<file path="config.mk">
export PLATFORM = sky130hd
export DESIGN_NAME = traffic_intersection_ctrl_flat
export DESIGN_NICKNAME = d
export VERILOG_FILES = /design/src/rtl/traffic_pkg.sv /design/src/rtl/traffic_intersection_ctrl_if.sv /design/src/rtl/tick_prescaler.sv /design/src/rtl/traffic_intersection_ctrl.sv /design/src/flat_wrapper.sv
export SDC_FILE = /design/constraint.sdc
export NUM_CORES = 1
export LEC_CHECK = 0
export ABC_AREA = 1
export CORE_MARGIN = 4
export CORE_UTILIZATION = 35
export CTS_CLUSTER_SIZE = 40
export DETAILED_ROUTE_END_ITERATION = 16
export PLACE_DENSITY = 0.58
export SLEW_MARGIN = 5
export SYNTH_ARGS = -nofsm -noshare
export SYNTH_HDL_FRONTEND = slang
export SYNTH_SLANG_ARGS = --single-unit
</file>
<file path="constraint.sdc">
create_clock -name clk -period 2 [get_ports clk]
set_input_delay 0.4 -clock clk [delete_from_list [all_inputs] [get_ports clk]]
set_output_delay 0.4 -clock clk [all_outputs]
set_load 0.03 [all_outputs]
</file>
<file path="src/rtl/traffic_pkg.sv">
// Shared types for the intersection controller.
// Phase/direction enums and counter-width helper.
package traffic_pkg;

  typedef enum logic [2:0] {
    NS_GREEN  = 3'd0,
    NS_YELLOW = 3'd1,
    ALLRED_NS = 3'd2,
    EW_GREEN  = 3'd3,
    EW_YELLOW = 3'd4,
    ALLRED_EW = 3'd5,
    PED_WALK  = 3'd6,
    NIGHT     = 3'd7
  } phase_e;

  typedef enum logic {
    DIR_NS = 1'b0,
    DIR_EW = 1'b1
  } dir_e;

  // bits needed to hold 0..n-1, never less than one
  function automatic int cnt_w(int n);
    return (n <= 1) ? 1 : $clog2(n);
  endfunction

  function automatic int max2(int a, int b);
    return (a > b) ? a : b;
  endfunction

endpackage

</file>
<file path="src/rtl/traffic_intersection_ctrl_if.sv">
// Lamp / request bundle between controller and board.
// master: controller side; slave: board/debug side.
interface traffic_intersection_ctrl_if;
  import traffic_pkg::*;

  logic   ped_req;
  logic   night_mode;
  logic   ns_red;
  logic   ns_yellow;
  logic   ns_green;
  logic   ew_red;
  logic   ew_yellow;
  logic   ew_green;
  logic   ped_walk;
  logic   ped_pending;
  phase_e phase;

  modport master (
    input  ped_req, night_mode,
    output ns_red, ns_yellow, ns_green,
    output ew_red, ew_yellow, ew_green,
    output ped_walk, ped_pending, phase
  );

  modport slave (
    output ped_req, night_mode,
    input  ns_red, ns_yellow, ns_green,
    input  ew_red, ew_yellow, ew_green,
    input  ped_walk, ped_pending, phase
  );
endinterface

</file>
<file path="src/rtl/tick_prescaler.sv">
// Divides clk into a one-cycle tick every TICK_DIV cycles.
// Ports: clk, rst_n (sync, active-low), clr, tick.
module tick_prescaler
  import traffic_pkg::*;
#(
  parameter int TICK_DIV = 27_000_000
) (
  input  logic clk,
  input  logic rst_n,
  input  logic clr,
  output logic tick
);
  localparam int W = cnt_w(TICK_DIV);

  logic [W-1:0] cnt_q, cnt_d;

  assign tick = (cnt_q == W'(TICK_DIV - 1));

  always_comb begin
    cnt_d = cnt_q + W'(1);
    if (clr || tick) cnt_d = '0;
  end

  always_ff @(posedge clk) begin
    if (!rst_n) cnt_q <= '0;
    else        cnt_q <= cnt_d;
  end
endmodule

</file>
<file path="src/rtl/traffic_intersection_ctrl.sv">
// Two-road intersection controller: timed phases, all-red
// clearance, latched walk request, night yellow flash.
// Ports: clk, rst_n (sync, active-low), bus (master modport).
module traffic_intersection_ctrl
  import traffic_pkg::*;
#(
  parameter int TICK_DIV     = 27_000_000,
  parameter int GREEN_TICKS  = 10,
  parameter int YELLOW_TICKS = 3,
  parameter int ALLRED_TICKS = 1,
  parameter int PED_TICKS    = 5,
  parameter int FLASH_TICKS  = 1
) (
  input logic clk,
  input logic rst_n,
  traffic_intersection_ctrl_if.master bus
);
  localparam int MAX_DUR = max2(max2(GREEN_TICKS, YELLOW_TICKS),
    max2(max2(ALLRED_TICKS, PED_TICKS), FLASH_TICKS));
  localparam int TW = cnt_w(MAX_DUR);

  phase_e        state_q, state_d;
  dir_e          dir_q, dir_d;
  logic [TW-1:0] tcnt_q, tcnt_d;
  logic          ped_q, ped_d;
  logic          flash_q, flash_d;
  logic          tick, phase_end;
  int            dur;

  tick_prescaler #(.TICK_DIV(TICK_DIV)) u_presc (
    .clk   (clk),
    .rst_n (rst_n),
    .clr   (phase_end),
    .tick  (tick)
  );

  always_comb begin
    unique case (state_q)
      NS_GREEN, EW_GREEN:   dur = GREEN_TICKS;
      NS_YELLOW, EW_YELLOW: dur = YELLOW_TICKS;
      ALLRED_NS, ALLRED_EW: dur = ALLRED_TICKS;
      PED_WALK:             dur = PED_TICKS;
      default:              dur = FLASH_TICKS;
    endcase
  end

  always_comb begin
    state_d   = state_q;
    dir_d     = dir_q;
    tcnt_d    = tcnt_q;
    ped_d     = ped_q;
    flash_d   = flash_q;
    phase_end = 1'b0;
    if (bus.ped_req && state_q != PED_WALK && state_q != NIGHT)
      ped_d = 1'b1;
    if (tick) begin
      if (tcnt_q == TW'(dur - 1)) begin
        phase_end = 1'b1;
        tcnt_d    = '0;
        unique case (state_q)
          NS_GREEN:  state_d = NS_YELLOW;
          NS_YELLOW: state_d = ALLRED_NS;
          EW_GREEN:  state_d = EW_YELLOW;
          EW_YELLOW: state_d = ALLRED_EW;
          ALLRED_NS, ALLRED_EW: begin
            // entry clears pending even if set this cycle
            if (bus.night_mode) begin
              state_d = NIGHT;
              ped_d   = 1'b0;
              flash_d = 1'b0;
            end else if (ped_q) begin
              state_d = PED_WALK;
              ped_d   = 1'b0;
              dir_d   = (state_q == ALLRED_NS) ? DIR_EW : DIR_NS;
            end else begin
              state_d = (state_q == ALLRED_NS) ? EW_GREEN : NS_GREEN;
            end
          end
          PED_WALK:
            state_d = (dir_q == DIR_NS) ? NS_GREEN : EW_GREEN;
          default: begin
            if (bus.night_mode) begin
              flash_d = ~flash_q;
            end else begin
              state_d = ALLRED_EW;
              flash_d = 1'b0;
              dir_d   = DIR_NS;
            end
          end
        endcase
      end else begin
        tcnt_d = tcnt_q + TW'(1);
      end
    end
  end

  always_ff @(posedge clk) begin
    if (!rst_n) begin
      state_q <= ALLRED_EW;
      dir_q   <= DIR_NS;
      tcnt_q  <= '0;
      ped_q   <= 1'b0;
      flash_q <= 1'b0;
    end else begin
      state_q <= state_d;
      dir_q   <= dir_d;
      tcnt_q  <= tcnt_d;
      ped_q   <= ped_d;
      flash_q <= flash_d;
    end
  end

  always_comb begin
    bus.ns_red    = 1'b0;
    bus.ns_yellow = 1'b0;
    bus.ns_green  = 1'b0;
    bus.ew_red    = 1'b0;
    bus.ew_yellow = 1'b0;
    bus.ew_green  = 1'b0;
    bus.ped_walk  = 1'b0;
    unique case (state_q)
      NS_GREEN:  begin bus.ns_green  = 1'b1; bus.ew_red = 1'b1; end
      NS_YELLOW: begin bus.ns_yellow = 1'b1; bus.ew_red = 1'b1; end
      EW_GREEN:  begin bus.ew_green  = 1'b1; bus.ns_red = 1'b1; end
      EW_YELLOW: begin bus.ew_yellow = 1'b1; bus.ns_red = 1'b1; end
      PED_WALK: begin
        bus.ns_red   = 1'b1;
        bus.ew_red   = 1'b1;
        bus.ped_walk = 1'b1;
      end
      NIGHT: begin
        bus.ns_yellow = flash_q;
        bus.ew_yellow = flash_q;
      end
      default: begin bus.ns_red = 1'b1; bus.ew_red = 1'b1; end
    endcase
  end

  assign bus.phase       = state_q;
  assign bus.ped_pending = ped_q;
endmodule

</file>
<file path="src/flat_wrapper.sv">
// flat-port wrapper written by rule: the top's interface ports become plain ports
module traffic_intersection_ctrl_flat import traffic_pkg::*;
#(
  parameter int TICK_DIV     = 27_000_000,
  parameter int GREEN_TICKS  = 10,
  parameter int YELLOW_TICKS = 3,
  parameter int ALLRED_TICKS = 1,
  parameter int PED_TICKS    = 5,
  parameter int FLASH_TICKS  = 1
)
  (clk, rst_n, bus_ped_req, bus_night_mode, bus_ns_red, bus_ns_yellow, bus_ns_green, bus_ew_red, bus_ew_yellow, bus_ew_green, bus_ped_walk, bus_ped_pending, bus_phase);
  traffic_intersection_ctrl_if bus_i ();
  input logic clk;
  input logic rst_n;
  input wire logic [$bits(bus_i.ped_req)-1:0] bus_ped_req;
  input wire logic [$bits(bus_i.night_mode)-1:0] bus_night_mode;
  output wire logic [$bits(bus_i.ns_red)-1:0] bus_ns_red;
  output wire logic [$bits(bus_i.ns_yellow)-1:0] bus_ns_yellow;
  output wire logic [$bits(bus_i.ns_green)-1:0] bus_ns_green;
  output wire logic [$bits(bus_i.ew_red)-1:0] bus_ew_red;
  output wire logic [$bits(bus_i.ew_yellow)-1:0] bus_ew_yellow;
  output wire logic [$bits(bus_i.ew_green)-1:0] bus_ew_green;
  output wire logic [$bits(bus_i.ped_walk)-1:0] bus_ped_walk;
  output wire logic [$bits(bus_i.ped_pending)-1:0] bus_ped_pending;
  output wire logic [$bits(bus_i.phase)-1:0] bus_phase;
  assign bus_i.ped_req = bus_ped_req;
  assign bus_i.night_mode = bus_night_mode;
  assign bus_ns_red = bus_i.ns_red;
  assign bus_ns_yellow = bus_i.ns_yellow;
  assign bus_ns_green = bus_i.ns_green;
  assign bus_ew_red = bus_i.ew_red;
  assign bus_ew_yellow = bus_i.ew_yellow;
  assign bus_ew_green = bus_i.ew_green;
  assign bus_ped_walk = bus_i.ped_walk;
  assign bus_ped_pending = bus_i.ped_pending;
  assign bus_phase = bus_i.phase;
  traffic_intersection_ctrl #(.TICK_DIV(TICK_DIV), .GREEN_TICKS(GREEN_TICKS), .YELLOW_TICKS(YELLOW_TICKS), .ALLRED_TICKS(ALLRED_TICKS), .PED_TICKS(PED_TICKS), .FLASH_TICKS(FLASH_TICKS)) u_core (.clk(clk), .rst_n(rst_n), .bus(bus_i));
endmodule
</file>
# --- Word level (Yosys, flattened, before mapping) ---
# Index checks and enable logic that the tools add are counted.
word_totals:
  in_bits: 4
  out_inout_bits: 11
  regBits: 35
  wordCells: 72
op_classes:
  add_sub_neg: 3
  n_mux: 31
  bitwise_logic: 4
  reduce_logical: 14
  eq_ne: 14
op_table:
  columns: ["operator", "count"]
  rows:
  - ["adder 25 x 1 -> 25 bit (second input constant)", 1]
  - ["== test 25 bit (second input constant)", 1]
  - ["two-way mux 1 bit", 19]
  - ["one-hot mux 3 bit (6 select lines)", 1]
  - ["== test 3 bit (second input constant)", 4]
  - ["one-hot mux 4 bit (3 select lines)", 1]
  - ["two-way mux 3 bit", 3]
  - ["one-hot mux 1 bit (2 select lines)", 4]
  - ["OR reduction 2 bit", 4]
  - ["!= test 7 x 1 -> 1 bit (second input constant)", 1]
  - ["== test 3 x 2 -> 1 bit (second input constant)", 2]
  - ["!= test 3 bit (second input constant)", 2]
  - ["OR reduction 3 bit", 2]
  - ["AND reduction 5 bit", 1]
  - ["OR reduction 5 bit", 1]
  - ["adder 4 x 1 -> 4 bit (second input constant)", 1]
  - ["== test 4 bit", 1]
  - ["two-way mux 2 bit", 2]
  - ["two-way mux 4 bit", 1]
  - ["inverter 1 bit", 4]
  - ["AND reduction 4 bit", 1]
  - ["subtractor 4 x 1 -> 4 bit (second input constant)", 1]
  - ["== test 3 x 1 -> 1 bit (second input constant)", 1]
  - ["logical NOT 3 bit", 1]
  - ["other kinds (5)", 6]

# --- Depth between registers and ports, before layout ---
logic_depth:
  ltp_word: 9
  ltp_mapped: 11
  mapped_depth_nobuf: 11

# --- Hierarchy ---
# Synthesis repeated with hierarchy kept, for this count alone.
unflattened:
  hier_cells: 331
  hier_area_um2: 2134.5
by_module_without_submodules:
  columns: ["module", "cells_each", "seq_area_each_um2", "instances", "area_each_um2"]
  rows:
  - ["tick_prescaler", 210, 500.5, 1, 1387.6]
  - ["traffic_intersection_ctrl", 121, 200.2, 1, 747.0]

# --- Least setup slack after synthesis ---
# OpenSTA, ideal clock, no wires.
synth_timing:
  path_type: "register to output"
  start: "register u_core.state_q[1] (netlist: u_core.bus.phase[1])"
  end: "output bus_ns_yellow"
  n_path_buf: 1
  t_arrival_ns: 1.644
  slack_ns: -0.044
  path_stages_with_launch: 6
  required_time_ns: 1.600
  cell_sequence: "dfxtp_1 > buf_2 > nand2_1 > nor2_1 > inv_1 > o21ai_0"
synth_via:
  elab_chain_cells: 2
  word_cells_on_any_way: 3
  classes_between: "eq/ne (2); mux (1)"
synth_rtl:
  columns: ["item", "line_no", "rtl"]
  rows:
  - ["start: declaration", "traffic_intersection_ctrl.sv:22", "phase_e state_q, state_d;"]
  - ["start signal: assignment", "traffic_intersection_ctrl.sv:105", "state_q <= state_d;"]
  - ["== test 3 bit or == test 3 x 1 -> 1 bit (tied branches)", "traffic_intersection_ctrl.sv:121", "unique case (state_q)"]
  - ["one-hot mux 1 bit (2 select lines) (*)", "traffic_intersection_ctrl.sv:121", null]
  - ["end: declaration", "flat_wrapper.sv:18", "output wire logic [$bits(bus_i.ns_yellow)-1:0] bus_ns_yellow;"]
# Mark *: on every way between the ends. The rest lies on a longest branch, timed or not.

# --- Worst setup path in the final report ---
layout_timing:
  start: "register u_core.state_q[1] (netlist: u_core.bus.phase[1])"
  end: "output bus_phase[1]"
layout_lines:
  columns: ["item", "line_no", "rtl"]
  rows:
  - ["end: declaration", "flat_wrapper.sv:25", "output wire logic [$bits(bus_i.phase)-1:0] bus_phase;"]
# No word-level cell between the ends.

==> results.md <==
* CP bufs+invs at 1
* DR WL/cell at 11.9 µm
* Shortest period the worst path allows at around 1.9 ns
* Type of the worst setup path: register to primary output
* Unrepaired setup endpoints after global routing: false
* Slew margin rel. at 0.790
* Slew Limit Fails at 0
* Layout cells sized above 1 at 0.136
* Run status: completed
* Number of synthesis warnings at 0
* Num rows at 28
* H-Tree Depth at 2
* Final hold violation count at 0
* 1st-iter DRT viols at 78
* Syn_area_per_cell at 6.44 µm²
* GPL Wtd Cong at 0.908
* IO Count at 15
* CP cell instances: clkdlybuf4s50_1
* Clock slew at reported path FFs at ~0.070 ns
* Clk_skew at 0.00576 ns
* Antenna cells at 0
* Mapped Nets at 345
* Area leader, netlist: dfxtp_1
* Max rail drop VDD at approximately 0.31 mV
* Post-Syn Area at about 0.0022 mm²
* Syn Inst Count at roughly 340
* Largest net degree at the start of global routing at 22
* IO buf count at 14
* Initial Util at 0.364
* Placed cells at 428
* Number of synthesized flops with an enable pin at 0
* DR vias/cell at 4.80
* Share of the clock period used by the worst path at 0.929
* # fillers at between 600 and 700
* Top FF cell, synth: dfxtp_1
* Clock Path Buffers at 2
* Setup bufs post-CTS at 0
* First-pass GRT wire length at 8.88 mm
* Via count at 2093
* Sequential share of the synthesized area at 0.321
* GRT Util Overall at 0.147
* Final ANT Viol Nets at 0
* Layout area overhead at 15.9%
* Worst-skew pair later-pin latency at 0.28 ns
* DIE WIDTH at 87.0 µm
* Critical path fanouts, max at 12
* Die Footprint at 0.00757 mm²
* CP arrival at approximately 1.5 ns
* Least-Margin Pin Slew at 0.314 ns
* Setup_tns at 0 ns
* Top cell type's share of synthesized area at 0.321
* DRT Pass-1 Iters at 4
* Final Cell Area at 0.00253 mm²
* Flops & latches, synth at 35
* Slowest cell on crit path: clkdlybuf4s50_1
* Initial antenna violation count at 0
* CTS tree: built
* Max Cap Viol at 0
* Vias in the first global route at 2002
* Gr ovfl total at 0
* WHS at 0.495 ns
* Commonest non-fill, non-tap cells in the layout: 78 x nand2_1, 51 x inv_1, 40 x nor2_1
* Critical path's top delay family: buffers and inverters
* Placed Area at 0.00241 mm²
* PD cells at 564 mW/mm²
* Post-synth cell types at 30
* Post-synth ARST share at 0
* Layout Cells excl Fill at roughly 440
* Post-Route WL at 5.19 mm
* F_max at 538 MHz
* Dpl hpwl at 4.01 mm
* DRC errors left at 0
* Worst path required time at 1.60 ns
* Worst Hold Class: register to register
* Nature of the critical path endpoint: primary output
* Root buf cell: clkbuf_8
* Pre-CTS WS at approximately 0.13 ns
* Die Y at 87.0 µm
* Max stage delay on crit path at 0.72 ns
* CTS sink count at 35
* Lkg Pwr at 1.05 nW
* Final setup violation count at 0
* Commonest non-fill, non-tap cell in the layout: nand2_1
* Final net count at about 370
* Number of buffers created by CTS at 5
* Worst setup margin at 0.142 ns
* Dominant cells by area after synthesis: dfxtp_1 32%, nand2_1 13%, inv_1 8.8%
* Critical Path Start Type: register
* Core area at 0.00599 mm²
[cell usage after synthesis, types with 3 or more instances]
master   count
a21oi_1     18
dfxtp_1     35
inv_1       51
inv_2        3
nand2_1     78
nand2_2      6
nand3_1     29
nand4_1     13
nor2_1      40
nor2_2       5
nor2_4       3
nor3_1      10
nor3_2       3
o21ai_0     13
or2_2        3
xnor2_1      5
xor2_1       3
[routing by layer]
layer  routed length, µm  track usage  vias to the layer above
met5                   0            0                        -
met4                  55       0.0510                        0
met3                 142       0.0284                        7
met2                2440        0.244                       29
met1                2550        0.188                      938
li1                    -            -                     1119
[final cells by class]
type / instances / area [µm²] / area share
Timing Repair Buffer: 19 / 165 / 0.0653
Clock buffer: 6 / 82.6 / 0.0326
Multi-Input combinational cell: 244 / 1240 / 0.489
Tap cell: 75 / 93.8 / 0.0371
Clock inverter: 2 / 35.0 / 0.0138
Inverter: 55 / 209 / 0.0826
Sequential cell: 35 / 707 / 0.279
[per-stage QoR]
| step | utilization | total power [mW] |
|---|---|---|
| 3_5_place_dp | 0.402 | 0.782 |
| 4_1_cts | 0.422 | 1.45 |
| 6_report | 0.422 | 1.43 |
| 3_3_place_gp | 0.402 | 0.781 |
| 5_1_grt | 0.422 | 1.49 |
| 2_1_floorplan | - | 0.763 |
[path summary, 6_finish.rpt]
path | endpoint | startpoint | slack (ns) | cells after the start
worst min register to register | u_core.flash_q | u_core.flash_q | 0.49 | 2
worst max register to register | u_core.u_presc.cnt_q[22] | u_core.u_presc.cnt_q[1] | 0.30 | 8
worst min-delay path | u_core.flash_q | u_core.flash_q | 0.49 | 2
worst max-delay path | bus_phase[1] | u_core.bus.phase[1] | 0.14 | 1
[cell families (layout without fill, tap and decap cells)]
logic type / Yosys count / in the layout / synth area share
adders and majority gates: 2 / 2 / 0.0115
and+or+nand+nor: 197 / 197 / 0.432
AOI/OAI and AO/OA: 37 / 37 / 0.0883
xor gates and xnor gates: 8 / 8 / 0.0321
DFF: 35 / 35 / 0.321
buffers and inverters: 60 / 82 / 0.115
[what timing repair did]
item,CTS,global route
gates resized for setup,7,1
endpoints found under the setup margin,4,1
hold buffers,0,0
hold endpoints to repair,0,0
[power breakdown]
part / total, mW / leakage, nW / internal, mW / switching (mW)
clock: 0.663 / 0.0612 / 0.403 / 0.259
combinational: 0.0557 / 0.709 / 0.0226 / 0.0331
sequential: 0.708 / 0.283 / 0.702 / 0.00583
total: 1.43 / 1.05 / 1.13 / 0.298
[registers in the layout, indices dropped and copies added, names as in the netlist]
register                flops
u_core.tcnt_q               4
u_core.flash_q              1
u_core.u_presc.cnt_q       25
u_core.bus.phase            3
u_core.bus.ped_pending      1
u_core.dir_q                1
Power figures use the tool's default switching activity.
